==> config.mk <==
export PLATFORM = sky130hd
export DESIGN_NAME = spike_activity_gate
export DESIGN_NICKNAME = d
export VERILOG_FILES = /design/src/rtl/spike_activity_gate.sv
export SDC_FILE = /design/constraint.sdc
export NUM_CORES = 1
export LEC_CHECK = 0
export ABC_AREA = 0
export CAP_MARGIN = 10
export CORE_MARGIN = 3
export CORE_UTILIZATION = 46
export DETAILED_ROUTE_END_ITERATION = 10
export GPL_TIMING_DRIVEN = 0
export HOLD_SLACK_MARGIN = 0.12
export MAX_ROUTING_LAYER = met4
export PLACE_DENSITY_LB_ADDON = 0.25
export SETUP_SLACK_MARGIN = 0.4
export SLEW_MARGIN = 15
export SYNTH_ARGS = -nofsm -noshare
export SYNTH_HDL_FRONTEND = slang
export SYNTH_SLANG_ARGS = --single-unit
==> constraint.sdc <==
create_clock -name i_clk -period 1.62 [get_ports i_clk]
set_input_delay 0.243 -clock i_clk [delete_from_list [all_inputs] [get_ports i_clk]]
set_output_delay 0.243 -clock i_clk [all_outputs]
set_load 0.01 [all_outputs]
==> src/rtl/spike_activity_gate.sv <==
// spike_activity_gate
//   Watches P_CHANNELS spike lines and opens an activity window of P_WINDOW
//   i_win_tick pulses once P_SPIKE_NOM spike events have accumulated. Renewed
//   activity retriggers the window. A watchdog discards a stale partial count
//   after P_IDLE quiet cycles.
//   Optional feature macro: SPIKE_POPCOUNT_EN. When it is defined, each cycle
//   adds the number of set spike lines. When it is undefined, each cycle adds
//   1 if any spike line is set.
//   Handshake: there is none. i_spike_in and i_win_tick are sampled on every
//   rising i_clk edge. All outputs are registered and are valid every cycle.
module spike_activity_gate #(
  parameter int P_CHANNELS  = 4,
  parameter int P_SPIKE_NOM = 4,
  parameter int P_WINDOW    = 4,
  parameter int P_IDLE      = 244,
  localparam int CW = $clog2(P_SPIKE_NOM * P_CHANNELS + 1),
  localparam int WW = $clog2(P_WINDOW + 1),
  localparam int IW = $clog2(P_IDLE + 1)
) (
  input  logic                  i_clk,
  input  logic                  i_rst,
  input  logic                  i_clear,
  input  logic                  i_win_tick,
  input  logic [P_CHANNELS-1:0] i_spike_in,
  output logic                  o_active,
  output logic                  o_timeout,
  output logic [CW-1:0]         o_spike_cnt,
  output logic [1:0]            o_state
);

  typedef enum logic [1:0] {
    ST_IDLE   = 2'd0,
    ST_ACCUM  = 2'd1,
    ST_ACTIVE = 2'd2
  } state_t;

  localparam logic [CW-1:0] CNT_NOM   = CW'(P_SPIKE_NOM);
  localparam logic [WW-1:0] WIN_LAST  = WW'(P_WINDOW - 1);
  localparam logic [IW-1:0] IDLE_LAST = IW'(P_IDLE - 1);

  state_t        state, state_n;
  logic [CW-1:0] cnt, cnt_n;
  logic [WW-1:0] win_cnt, win_n;
  logic [IW-1:0] idle_cnt, idle_n;
  logic          active_q, timeout_q, timeout_n;
  logic [CW-1:0] inc, sum;
  logic          trigger;

`ifdef SPIKE_POPCOUNT_EN
  // Each set spike line is one event, so k simultaneous lines add k.
  always_comb begin
    inc = '0;
    for (int i = 0; i < P_CHANNELS; i++) begin
      inc = inc + CW'(i_spike_in[i]);
    end
  end
`else
  // Any activity in a cycle counts as a single event.
  always_comb begin
    inc = CW'(|i_spike_in);
  end
`endif

  // The count is held below P_SPIKE_NOM, so the sum always fits in CW bits.
  always_comb begin
    sum     = cnt + inc;
    trigger = (inc != '0) && (sum >= CNT_NOM);
  end

  // Compute the next state, counters and timeout pulse. Clear has top priority.
  always_comb begin
    state_n   = state;
    cnt_n     = cnt;
    win_n     = win_cnt;
    idle_n    = idle_cnt;
    timeout_n = 1'b0;
    if (i_clear) begin
      state_n = ST_IDLE;
      cnt_n   = '0;
      win_n   = '0;
      idle_n  = '0;
    end else begin
      // Accumulation and watchdog. Excess events on a trigger are dropped.
      if (trigger) begin
        cnt_n   = '0;
        idle_n  = '0;
        win_n   = '0;
        state_n = ST_ACTIVE;
      end else if (inc != '0) begin
        cnt_n  = sum;
        idle_n = '0;
        if (state == ST_IDLE) state_n = ST_ACCUM;
      end else if (cnt != '0) begin
        if (idle_cnt == IDLE_LAST) begin
          cnt_n     = '0;
          idle_n    = '0;
          timeout_n = 1'b1;
          if (state == ST_ACCUM) state_n = ST_IDLE;
        end else begin
          idle_n = idle_cnt + 1'b1;
        end
      end else begin
        idle_n = '0;
      end
      // Window time base. A trigger in the same cycle wins over the window end.
      if ((state == ST_ACTIVE) && !trigger && i_win_tick) begin
        if (win_cnt == WIN_LAST) begin
          win_n   = '0;
          state_n = ST_IDLE;
        end else begin
          win_n = win_cnt + 1'b1;
        end
      end
    end
  end

  // Register the state and counters. The outputs are registered here as well.
  always_ff @(posedge i_clk or posedge i_rst) begin
    if (i_rst) begin
      state     <= ST_IDLE;
      cnt       <= '0;
      win_cnt   <= '0;
      idle_cnt  <= '0;
      active_q  <= 1'b0;
      timeout_q <= 1'b0;
    end else begin
      state     <= state_n;
      cnt       <= cnt_n;
      win_cnt   <= win_n;
      idle_cnt  <= idle_n;
      active_q  <= (state_n == ST_ACTIVE);
      timeout_q <= timeout_n;
    end
  end

  assign o_active    = active_q;
  assign o_timeout   = timeout_q;
  assign o_spike_cnt = cnt;
  assign o_state     = state;

endmodule
==> qor.csv <==
stage,metric,value,unit
run_status,status,"finished, violations left",
run_status,violations,setup timing,
placement,dpl.cell_count,141,
power_and_ir_drop,p_int,0.783,mW
clock_tree,clock_latency,0.29,ns
global_routing,grt_max_degree,21,
clock_tree,root_buffer,clkbuf_4,
floorplanning,die_area,0.00282,mm²
cells_and_area,drive_gt1_frac,0.500,
clock_tree,clk_pin_slew,0.11,ns
logic_synthesis,yosys.area.top_type,dfrtp_1,
logic_synthesis,yosysMostFrequentCell,dfrtp_1,
floorplanning,start_util,0.501,
logic_synthesis,ys.flop_type,dfrtp_1,
placement,dp_hpwl,1370,µm
logic_synthesis,syn-num-nets,111,
detailed_routing,totalWireLength,2510,µm
logic_synthesis,synth_top_area_frac,0.490,
floorplanning,dieHeight,53.1,µm
sta,tightest_slew,0.725,ns
logic_synthesis,synth_sequential_area_ratio,0.490,
detailed_routing,post_drt_via_cell_ratio,5.32,
clock_tree,htreeDepth,1,
clock_tree,cts.sinks,20,
floorplanning,fp-row-count,16,
clock_tree,cts_tree,yes,
sta,finalSetupViolCount,8,
flow_run,cap_viol_max_count,0,
detailed_routing,ant_nets,0,
global_routing,grt_pass1_wl,3720,µm
floorplanning,die_x,53.1,µm
hold_path,hold_path.class,primary input to asynchronous set/reset pin,
cells_and_area,antenna_cells,0,
cells_and_area,area_growth,55.7,%
logic_synthesis,synthArstFlopShare,1.00,
floorplanning,core_area,0.00204,mm²
logic_synthesis,yosys_warnings,0,
cells_and_area,nets,154,
cells_and_area,nFillCells,127,
global_routing,gr-total-overflow,0,
logic_synthesis,synthesis.area,0.00102,mm²
power_and_ir_drop,clkPwrFrac,0.269,
logic_synthesis,synth-seq-cells,20,
floorplanning,ios,17,
logic_synthesis,synth_edf_count,0,
cells_and_area,fin_cells,167,
placement,io_buffers,16,
clock_tree,numCtsBuffers,3,
detailed_routing,wire_per_inst,15.0,µm
placement,place_congestion,0.825,
logic_synthesis,synth_cell_types,30,
power_and_ir_drop,p_per_area,659,mW/mm²
setup_path,startpoint_type,primary input,
power_and_ir_drop,pwr-share-seq,0.502,
power_and_ir_drop,switching_share,0.253,
logic_synthesis,syn_avg_cell_area,10.4,µm²
clock_tree,cts_buffer_depth,2,
setup_path,worstSetupPathType,primary input to flop,
power_and_ir_drop,net-switching-power,0.266,mW
sta,rsz0062_at_grt,true,
global_routing,grt_usage,0.183,
global_routing,antenna_found_initial,0,
power_and_ir_drop,p_comb_frac,0.230,
sta,max-slew-margin-rel,0.516,
detailed_routing,drtPass1Iterations,4,
sta,timing.final.crit_share,1.12,
logic_synthesis,synthTopCellsByArea,"dfrtp_1, ha_1, nor2_1, xor2_1, nand2_1",
detailed_routing,num_vias,889,
sta,min_period,1.82,ns
power_and_ir_drop,p_leak,0.716,nW
sta,fin_ws,-0.195,ns
sta,max_freq,551,MHz
detailed_routing,drt_iter0_drc,29,
setup_path,critPathMaxFanout,5,
sta,clock_skew,0.00671,ns
sta,hold_violations,0,
setup_path,critPathRequiredTime,1.85,ns
logic_synthesis,synth_cells,98,
cells_and_area,fin_util,0.779,
sta,maxSlewViolCount,0,
detailed_routing,drcViolationCount,0,
global_routing,grt_pass1_vias,808,
setup_path,crit_path_end_kind,flop,
logic_synthesis,synth_top_cells_by_count,"dfrtp_1, nor2_1, nand2_1, ha_1",
placement,pre_cts_ws,-0.805,ns
power_and_ir_drop,ir_drop,0.482,mV
setup_path,crit_arrival,2.05,ns
[metal layers]
metal | vias up | GRT usage | part of all wire
met5 | - | - | 0
met4 | 0 | 0.0255 | 0.016
met3 | 6 | 0.0254 | 0.041
met2 | 38 | 0.304 | 0.51
met1 | 431 | 0.246 | 0.43
li1 | 414 | - | -
[worst max-delay path, cell delays in order]
cell and delay [ns]:
buf_6 0.09, or4_4 0.53, buf_8 0.14, ha_4 0.16
a211o_1 0.27, a21oi_2 0.15, buf_4 0.14, o21ai_4 0.08
buf_4 0.15, nor2_1 0.09
[path summary, 6_finish.rpt]
| kind | startpoint | end | slack (ns) | cells after the start |
|---|---|---|---|---|
| hold / removal | i_rst | win_cnt[0] | 0.36 | 2 |
| max in group asynchronous | i_rst | o_spike_cnt[1] | 0.76 | 2 |
| setup reg to reg | idle_cnt[1] | o_spike_cnt[0] | -0.01 | 6 |
| hold reg to reg | win_cnt[2] | win_cnt[2] | 0.56 | 2 |
| min in group i_clk | win_cnt[2] | win_cnt[2] | 0.56 | 2 |
| setup / recovery | i_spike_in[2] | win_cnt[2] | -0.20 | 10 |
[area by class of cell]
| class | count | area, µm² | share of cell area |
|---|---|---|---|
| clock buffer | 4 | 36.3 | 0.0228 |
| tap | 27 | 33.8 | 0.0212 |
| sequential | 20 | 503 | 0.316 |
| buffer | 1 | 15.0 | 0.00943 |
| timing repair buffer | 38 | 367 | 0.230 |
| multi-input combinational | 73 | 622 | 0.391 |
| inverter | 4 | 15.0 | 0.00943 |
[state kept, by name, summed over array words and instances, names as in the netlist]
signal       flops
idle_cnt         8
o_active         1
o_spike_cnt      5
o_state          2
o_timeout        1
win_cnt          3
[repair_timing]
| action | 4_1_cts | 5_1_grt |
|---|---|---|
| setup buffers | 17 | 5 |
| endpoints found under the hold margin | 0 | 0 |
| pin swaps | 19 | 8 |
| hold buffers | 0 | 0 |
| gates resized for setup | 58 | 23 |
| endpoints found under the setup margin | 29 | 26 |
[cell families after synthesis]
family	count (synthesis)	share of synthesized area
simple gates	48	0.269
flops	20	0.490
compound gates	14	0.103
xor+xnor	6	0.0514
buf+inv	5	0.0257
fa+ha+maj	5	0.0612
[metrics by stage]
step	hold slack (ns)	TNS, ns	instance area [µm²]	total power [mW]
after global routing	0.423	-1.52	1590	1.09
after global placement	0.470	-7.61	1230	0.672
after detailed placement	0.470	-8.14	1230	0.678
final	0.361	-1.07	1590	1.05
after floorplan	0.207	-1.62	1040	0.617
after CTS	0.402	-0.418	1470	1.03
[layout by cell type, fill, tap and decap left out, drive strengths merged]
cell / netlist / final
o21ai: 7 / 7
nand2b: 5 / 5
o21a: 1 / 1
o31ai: 1 / 1
nand3b: 1 / 1
nand2: 9 / 9
or2: 1 / 1
a211o: 1 / 1
nand3: 4 / 4
clkdlybuf4s15: 0 / 3
xnor2: 2 / 2
nor2: 14 / 14
ha: 5 / 5
and3: 1 / 1
and2: 5 / 5
dlygate4sd2: 0 / 2
nor2b: 1 / 1
or4: 2 / 2
nand4: 1 / 1
buf: 1 / 31
or3: 1 / 1
a21oi: 4 / 4
inv: 4 / 4
xor2: 4 / 4
nor3b: 1 / 1
clkbuf: 0 / 4
clkdlybuf4s50: 0 / 3
dfrtp: 20 / 20
nor3: 2 / 2
[power by group through the flow]
stage	sequential, mW	combinational (mW)	clock [mW]
final	0.526	0.241	0.282
after global routing	0.528	0.258	0.308
after CTS	0.526	0.216	0.291
after detailed placement	0.541	0.137	0
after global placement	0.540	0.133	0
after floorplan	0.543	0.0742	0
Power figures use the tool's default switching activity.
